$ cat src/rtl/alu_div_pkg.sv
// alu_div_pkg: shared encodings for the iterative RV32M divide unit.
// The operation encoding, the FSM state encoding and the default operand
// width (tied to the core instruction width) live here.
package alu_div_pkg;

    localparam int instWidth    = 32;
    localparam int XLEN_DEFAULT = instWidth;

    // Operation select as issued by the decoder.
    typedef enum logic [1:0] {
        divDIV  = 2'b00,
        divDIVU = 2'b01,
        divREM  = 2'b10,
        divREMU = 2'b11
    } div_op_e;

    typedef enum logic [1:0] {
        S_IDLE  = 2'b00,
        S_BUSY  = 2'b01,
        S_FIXUP = 2'b10,
        S_DONE  = 2'b11
    } div_state_e;

    // DIV and REM are the signed flavours (bit 0 clear).
    function automatic logic op_is_signed(input logic [1:0] op);
        return ~op[0];
    endfunction

    // REM and REMU return the remainder (bit 1 set).
    function automatic logic op_is_rem(input logic [1:0] op);
        return op[1];
    endfunction

endpackage

$ cat src/rtl/alu_div_div_step.sv
// div_step: one combinational radix-2 restoring iteration.
// Shifts the next dividend bit into the partial remainder and subtracts the
// divisor when it fits. Kept separate so the loop can later be unrolled.
module div_step #(
    parameter int XLEN = 32
) (
    input  logic [XLEN-1:0] rem_i,
    input  logic            q_msb_i,
    input  logic [XLEN-1:0] div_i,
    output logic [XLEN-1:0] rem_o,
    output logic            q_bit_o
);

    logic [XLEN:0]   shifted;
    logic [XLEN-1:0] diff;

    // Trial subtraction on the XLEN+1-bit shifted remainder; the low XLEN bits
    // of the difference are exact whenever it is non-negative.
    always_comb begin
        shifted = {rem_i, q_msb_i};
        diff    = shifted[XLEN-1:0] - div_i;
        q_bit_o = (shifted >= {1'b0, div_i});
        rem_o   = q_bit_o ? diff : shifted[XLEN-1:0];
    end

endmodule

$ cat src/rtl/alu_div.sv
// alu_div: iterative RV32M DIV/DIVU/REM/REMU unit, one quotient bit per cycle.
// Request and response are valid/ready handshakes; one result entry is held.
// Optional feature macro DIV_FASTPATH_EN: divide-by-zero, signed overflow and
// divide-by-one finish at accept and go straight to DONE.
module alu_div
    import alu_div_pkg::*;
#(
    parameter int XLEN = XLEN_DEFAULT
) (
    input  logic            clk,
    input  logic            rst,
    input  logic            flush,
    input  logic            req_valid,
    output logic            req_ready,
    input  logic [1:0]      div_op,
    input  logic [XLEN-1:0] dividend,
    input  logic [XLEN-1:0] divisor,
    output logic            rsp_valid,
    input  logic            rsp_ready,
    output logic [XLEN-1:0] div_result
);

    localparam int            CW       = $clog2(XLEN);
    localparam logic [CW-1:0] CNT_LAST = CW'(XLEN - 1);

    div_state_e      state_q, state_d;
    logic [CW-1:0]   cnt_q;
    logic            rem_sel_q, neg_quo_q, neg_rem_q;
    logic [XLEN-1:0] quo_q, dvs_q, rem_q, res_q;
    logic            accept, in_signed, fast_hit;
    logic [XLEN-1:0] step_rem;
    logic            step_bit;

    // Two's-complement negate when c is set.
    function automatic logic [XLEN-1:0] neg_if(input logic c, input logic [XLEN-1:0] x);
        return c ? ((~x) + XLEN'(1)) : x;
    endfunction

    assign req_ready  = (state_q == S_IDLE);
    assign rsp_valid  = (state_q == S_DONE);
    assign div_result = res_q;
    assign accept     = req_valid && req_ready;
    assign in_signed  = op_is_signed(div_op);

`ifdef DIV_FASTPATH_EN
    logic [XLEN-1:0] fast_res;
    logic            fp_zero, fp_one, fp_ovf;

    // Detect the special cases on the incoming operands and form their result.
    always_comb begin
        fp_zero  = (divisor == '0);
        fp_one   = (divisor == XLEN'(1));
        fp_ovf   = in_signed && (dividend == {1'b1, {(XLEN-1){1'b0}}}) && (divisor == '1);
        fast_hit = fp_zero || fp_one || fp_ovf;
        if (op_is_rem(div_op)) fast_res = fp_zero ? dividend : '0;
        else                   fast_res = fp_zero ? '1 : dividend;
    end
`else
    assign fast_hit = 1'b0;
`endif

    div_step #(.XLEN(XLEN)) u_step (
        .rem_i   (rem_q),
        .q_msb_i (quo_q[XLEN-1]),
        .div_i   (dvs_q),
        .rem_o   (step_rem),
        .q_bit_o (step_bit)
    );

    // State register.
    always_ff @(posedge clk) begin
        if (rst) state_q <= S_IDLE;
        else     state_q <= state_d;
    end

    // Next-state logic; flush overrides every transition.
    always_comb begin
        state_d = state_q;
        case (state_q)
            S_IDLE:  if (accept) state_d = fast_hit ? S_DONE : S_BUSY;
            S_BUSY:  if (cnt_q == '0) state_d = S_FIXUP;
            S_FIXUP: state_d = S_DONE;
            S_DONE:  if (rsp_ready) state_d = S_IDLE;
            default: state_d = S_IDLE;
        endcase
        if (flush) state_d = S_IDLE;
    end

    // Datapath: operand capture, iteration, sign fixup and result hold.
    always_ff @(posedge clk) begin
        if (rst) begin
            cnt_q <= '0;
            res_q <= '0;
        end else if (flush) begin
            cnt_q <= '0;
        end else begin
            case (state_q)
                S_IDLE: if (accept) begin
                    rem_sel_q <= op_is_rem(div_op);
                    neg_quo_q <= in_signed && (dividend[XLEN-1] ^ divisor[XLEN-1]);
                    neg_rem_q <= in_signed && dividend[XLEN-1];
                    quo_q     <= neg_if(in_signed && dividend[XLEN-1], dividend);
                    dvs_q     <= neg_if(in_signed && divisor[XLEN-1], divisor);
                    rem_q     <= '0;
                    cnt_q     <= CNT_LAST;
`ifdef DIV_FASTPATH_EN
                    if (fast_hit) res_q <= fast_res;
`endif
                end
                S_BUSY: begin
                    rem_q <= step_rem;
                    quo_q <= {quo_q[XLEN-2:0], step_bit};
                    if (cnt_q != '0) cnt_q <= cnt_q - CW'(1);
                end
                // A zero divisor leaves the all-ones quotient un-negated.
                S_FIXUP: res_q <= rem_sel_q ? neg_if(neg_rem_q, rem_q)
                                            : neg_if(neg_quo_q && (dvs_q != '0), quo_q);
                default: ;
            endcase
        end
    end

endmodule

$ cat config.mk
export PLATFORM = sky130hd
export DESIGN_NAME = alu_div
export DESIGN_NICKNAME = d
export VERILOG_FILES = /design/src/rtl/alu_div_pkg.sv /design/src/rtl/alu_div_div_step.sv /design/src/rtl/alu_div.sv
export SDC_FILE = /design/constraint.sdc
export NUM_CORES = 1
export LEC_CHECK = 0
export BUFFER_PORTS_ARGS = -buffer_cell sky130_fd_sc_hd__clkbuf_2
export CORE_MARGIN = 2
export CORE_UTILIZATION = 67
export CTS_BUF_LIST = sky130_fd_sc_hd__clkbuf_4 sky130_fd_sc_hd__clkbuf_8
export CTS_CLUSTER_DIAMETER = 80
export DETAILED_ROUTE_END_ITERATION = 16
export PLACE_DENSITY = 0.85
export SLEW_MARGIN = 20
export SYNTH_ARGS = -nofsm -noshare
export SYNTH_HDL_FRONTEND = slang
export SYNTH_HIERARCHICAL = 1
export SYNTH_SLANG_ARGS = --single-unit
$ cat constraint.sdc
create_clock -name clk -period 12.5 [get_ports clk]
set_clock_uncertainty 0.05 [all_clocks]
set_input_delay 2.5 -clock clk [delete_from_list [all_inputs] [get_ports clk]]
set_output_delay 2.5 -clock clk [all_outputs]
set_load 0.02 [all_outputs]
==> flow_metrics.py <==
metrics = {
    "status": {
        "outcome": "finished clean",
    },
    "detailed_routing": {
        "first_pass_iters": 7,
        "ant_nets": 0,
        "wl_per_cell_um": 17.82,
        "vias_per_cell": 6.365,
        "vias": 9077,
        "routed_wl_um": 25420,
        "drt_iter0_drc": 1114,
        "drc": 0,
    },
    "global_routing": {
        "grt_pass1_vias": 8450,
        "antenna_found_initial": 0,
        "grt_pass1_wl_um": 41190,
        "grt_max_degree": 92,
        "grt.overflow.total": 0,
        "grt_usage_pct": 31.85,
    },
    "setup_path": {
        "cp-startpoint": "dividend[16]",
        "worstSetupPathDepth": 7,
        "critPathSlowestCell": "or4_4",
        "worst_setup_path_start_kind": "input port",
        "r2r_start": "rem_q[10]$_SDFFCE_PP0P_",
        "endpoint": "quo_q[29]$_DFFE_PP_",
        "cp_top_family": "simple AND/OR/NAND/NOR gates",
        "cp.required_ps": 12660,
        "r2r_cells": 11,
        "reg2reg_setup_slack_ps": 8230,
        "crit_buf_inv": 1,
        "max_stage_delay_ps": 560,
        "r2r-end": "rem_q[13]$_SDFFCE_PP0P_",
        "cp_max_fo": 4,
        "setup.worst_path.end_class": "register",
        "cp.arrival_ps": 4610,
        "worstSetupPathType": "in -> reg",
        "path_cells": "clkbuf_2, or4_4, nor4_1, nand4b_1, o41ai_1, xor2_1, o21ai_0",
    },
    "yosys": {
        "yosysSeqAreaShare_pct": 36.61,
        "yosysWarnings": 6,
        "avgSynthCellArea_um2": 8.954,
        "synth_top_area_share_pct": 29.00,
        "synth_area_leaders": "edfxtp_1 (29%), xnor2_1 (8.5%), dfxtp_1 (7.6%)",
        "synth_seq_cells": 138,
        "synth_area_um2": 10250,
        "async_flop_share_pct": 0,
        "yosys.area.top_type": "edfxtp_1",
        "synthFlopType": "edfxtp_1",
        "synth_nets": 1258,
        "synth.distinct_cells": 73,
        "syn_inst": 1145,
        "synth_edf_count": 99,
    },
    "sta": {
        "worstMarginPinSlew_ps": 1094,
        "slew_headroom_pct": 26.88,
        "max_freq_mhz": 224.4,
        "rsz0062_at_grt": "no",
        "final_hold_viol_count": 0,
        "finalSetupViolations": 0,
        "min_period_ps": 4457,
        "min_period_over_period_pct": 35.65,
        "setup-tns-final_ps": 0,
        "maxSlewViolCount": 0,
    },
    "clock_tree": {
        "tritoncts.num_buffers": 17,
        "cts-root-buf": "clkbuf_8",
        "tritoncts": "done",
        "post_cts_buffers": 0,
        "htreeDepth": 4,
        "clk_path_buf_depth": 2,
        "cts_resized": 0,
        "cts.clk_slew.worst_paths_ps": 80,
        "holdBufCountCts": 0,
        "insertion_delay_ps": 480,
        "cts.sinks": 138,
    },
    "layout": {
        "final_common_cell": "nor2_1",
        "nFillCells": 1144,
        "drive_gt1_share_pct": 16.96,
        "nNetsFinal": 1338,
        "antennaDiodeCount": 0,
        "multiInputGateArea_um2": 6072,
        "area_growth_syn_to_layout_pct": 9.788,
        "fin_util_pct": 74.59,
        "layout_common_cells": "nor2_1 (111), clkbuf_2 (104), xnor2_1 (100), edfxtp_1 (99), nand2_1 (91)",
        "area.sequential_um2": 3754,
    },
    "floorplan": {
        "die_width_um": 127.7,
        "num_rows": 45,
        "die_h_um": 127.7,
        "io_pins": 105,
        "initial_utilization_pct": 67.94,
        "core_um2": 15090,
        "dieArea_um2": 16310,
    },
    "placed_design": {
        "dp_hpwl_um": 18780,
        "numPortBuffers": 104,
        "place.gp.congestion": 0.9227,
    },
    "pwr": {
        "seqPwrFrac_pct": 47.9,
        "pwr-share-clk_pct": 34.0,
        "worst_ir_drop_vdd_mv": 0.08873,
        "power_density_nw_per_um2": 98.04,
        "comb_power_share_pct": 18.1,
        "netSwitchingPower_mw": 0.3084,
        "p_int_mw": 0.7951,
        "swShare_pct": 27.95,
        "p_leak_nw": 4.286,
    },
    "worst_hold_path": {
        "hold_path_class": "reg -> reg",
    },
    "job": {
        "drv_cap": 0,
    },
}
## metrics by stage
stage | instance area, um2 | worst slack, ps | total power, mW | hold WS [ps] | std cells
floorplan | 10250 | 6169 | 0.6802 | 404.5 | 1145
finish | 11260 | 8043 | 1.104 | 433.6 | 1426
detailed placement | 10860 | 7593 | 0.7346 | 420.1 | 1394
global placement | 10860 | 7752 | 0.7284 | 414.8 | 1394
CTS | 11250 | 8102 | 1.101 | 432.1 | 1426
global route | 11260 | 7908 | 1.145 | 483.5 | 1426
## registers in the layout (all words and copies together) (netlist names)
signal	cells
cnt_q	5
div_result	32
dvs_q	32
neg_quo_q	1
neg_rem_q	1
quo_q	32
rem_q	32
rem_sel_q	1
state_q	2
## worst min-delay path, cell delays in order, from the launching register on
cell	delay [ps]
dfxtp_1	310
o21ai_0	70
a21oi_1	60
## cells in the mapped netlist (7+ instances only)
cell type	instances
nand2b_1	8
xor2_1	43
a21o_1	9
dfxtp_1	39
o22ai_1	8
a31oi_1	15
edfxtp_1	99
nor3_1	21
mux2_2	22
inv_1	61
ha_1	41
o41ai_1	14
and2_1	35
o21a_1	8
nor2b_1	9
a2111oi_0	7
or3_1	15
xnor2_1	100
o31ai_1	21
a22oi_1	9
nor4_1	24
mux2_4	10
o21ai_0	78
nor2_1	113
or4_1	7
nand2_1	91
nand4_1	16
a211oi_1	10
nand3_1	12
a21oi_1	71
clkbuf_1	43
## cell families (layout without fill, tap and decap cells)
family | Yosys count | after routing | synth area share (%)
AND/OR/NAND/NOR | 385 | 385 | 19.03
AO/OA/AOI/OAI | 288 | 288 | 18.22
buffers and inverters | 112 | 205 | 4.357
adder cells (fa/ha/maj) | 42 | 42 | 5.199
multiplexers | 37 | 37 | 4.369
XOR/XNOR | 143 | 143 | 12.22
flip-flops | 138 | 138 | 36.61
## worst min-delay path by stage
stage                          startpoint                     to  slack (ps)  depth (start not counted)
finish              cnt_q[4]$_SDFFE_PN0P_  cnt_q[4]$_SDFFE_PN0P_         430                          2
detailed placement  cnt_q[4]$_SDFFE_PN0P_  cnt_q[4]$_SDFFE_PN0P_         420                          2
global placement    cnt_q[4]$_SDFFE_PN0P_  cnt_q[4]$_SDFFE_PN0P_         410                          2
CTS                 cnt_q[4]$_SDFFE_PN0P_  cnt_q[4]$_SDFFE_PN0P_         430                          2
global route        cnt_q[4]$_SDFFE_PN0P_  cnt_q[4]$_SDFFE_PN0P_         480                          2
floorplan           cnt_q[4]$_SDFFE_PN0P_  cnt_q[4]$_SDFFE_PN0P_         400                          2
## final cells by class
type	count	area share, %
Clock inverter	8	0.8559
Inverter	62	2.068
Multi-Input combinational cell	895	53.95
Sequential cell	138	33.35
Tap cell	188	2.090
Clock buffer	24	2.601
Timing Repair Buffer	111	5.091
## power by group through the flow
stage / logic [mW] / registers, mW / clock network [mW]
2_1_floorplan: 0.146 / 0.535 / 0
3_3_place_gp: 0.191 / 0.538 / 0
3_5_place_dp: 0.196 / 0.538 / 0
4_1_cts: 0.198 / 0.528 / 0.375
5_1_grt: 0.222 / 0.530 / 0.393
6_report: 0.200 / 0.528 / 0.375
## per-layer routing
metal	track usage (%)	vias to the layer above	part of all wire, %
met1	42.66	4298	42
met3	6.594	66	7.9
met2	51.53	396	48
met4	11.51	0	2.8
met5	0	-	0
li1	-	4317	-
(Power assumes the default switching activity.)
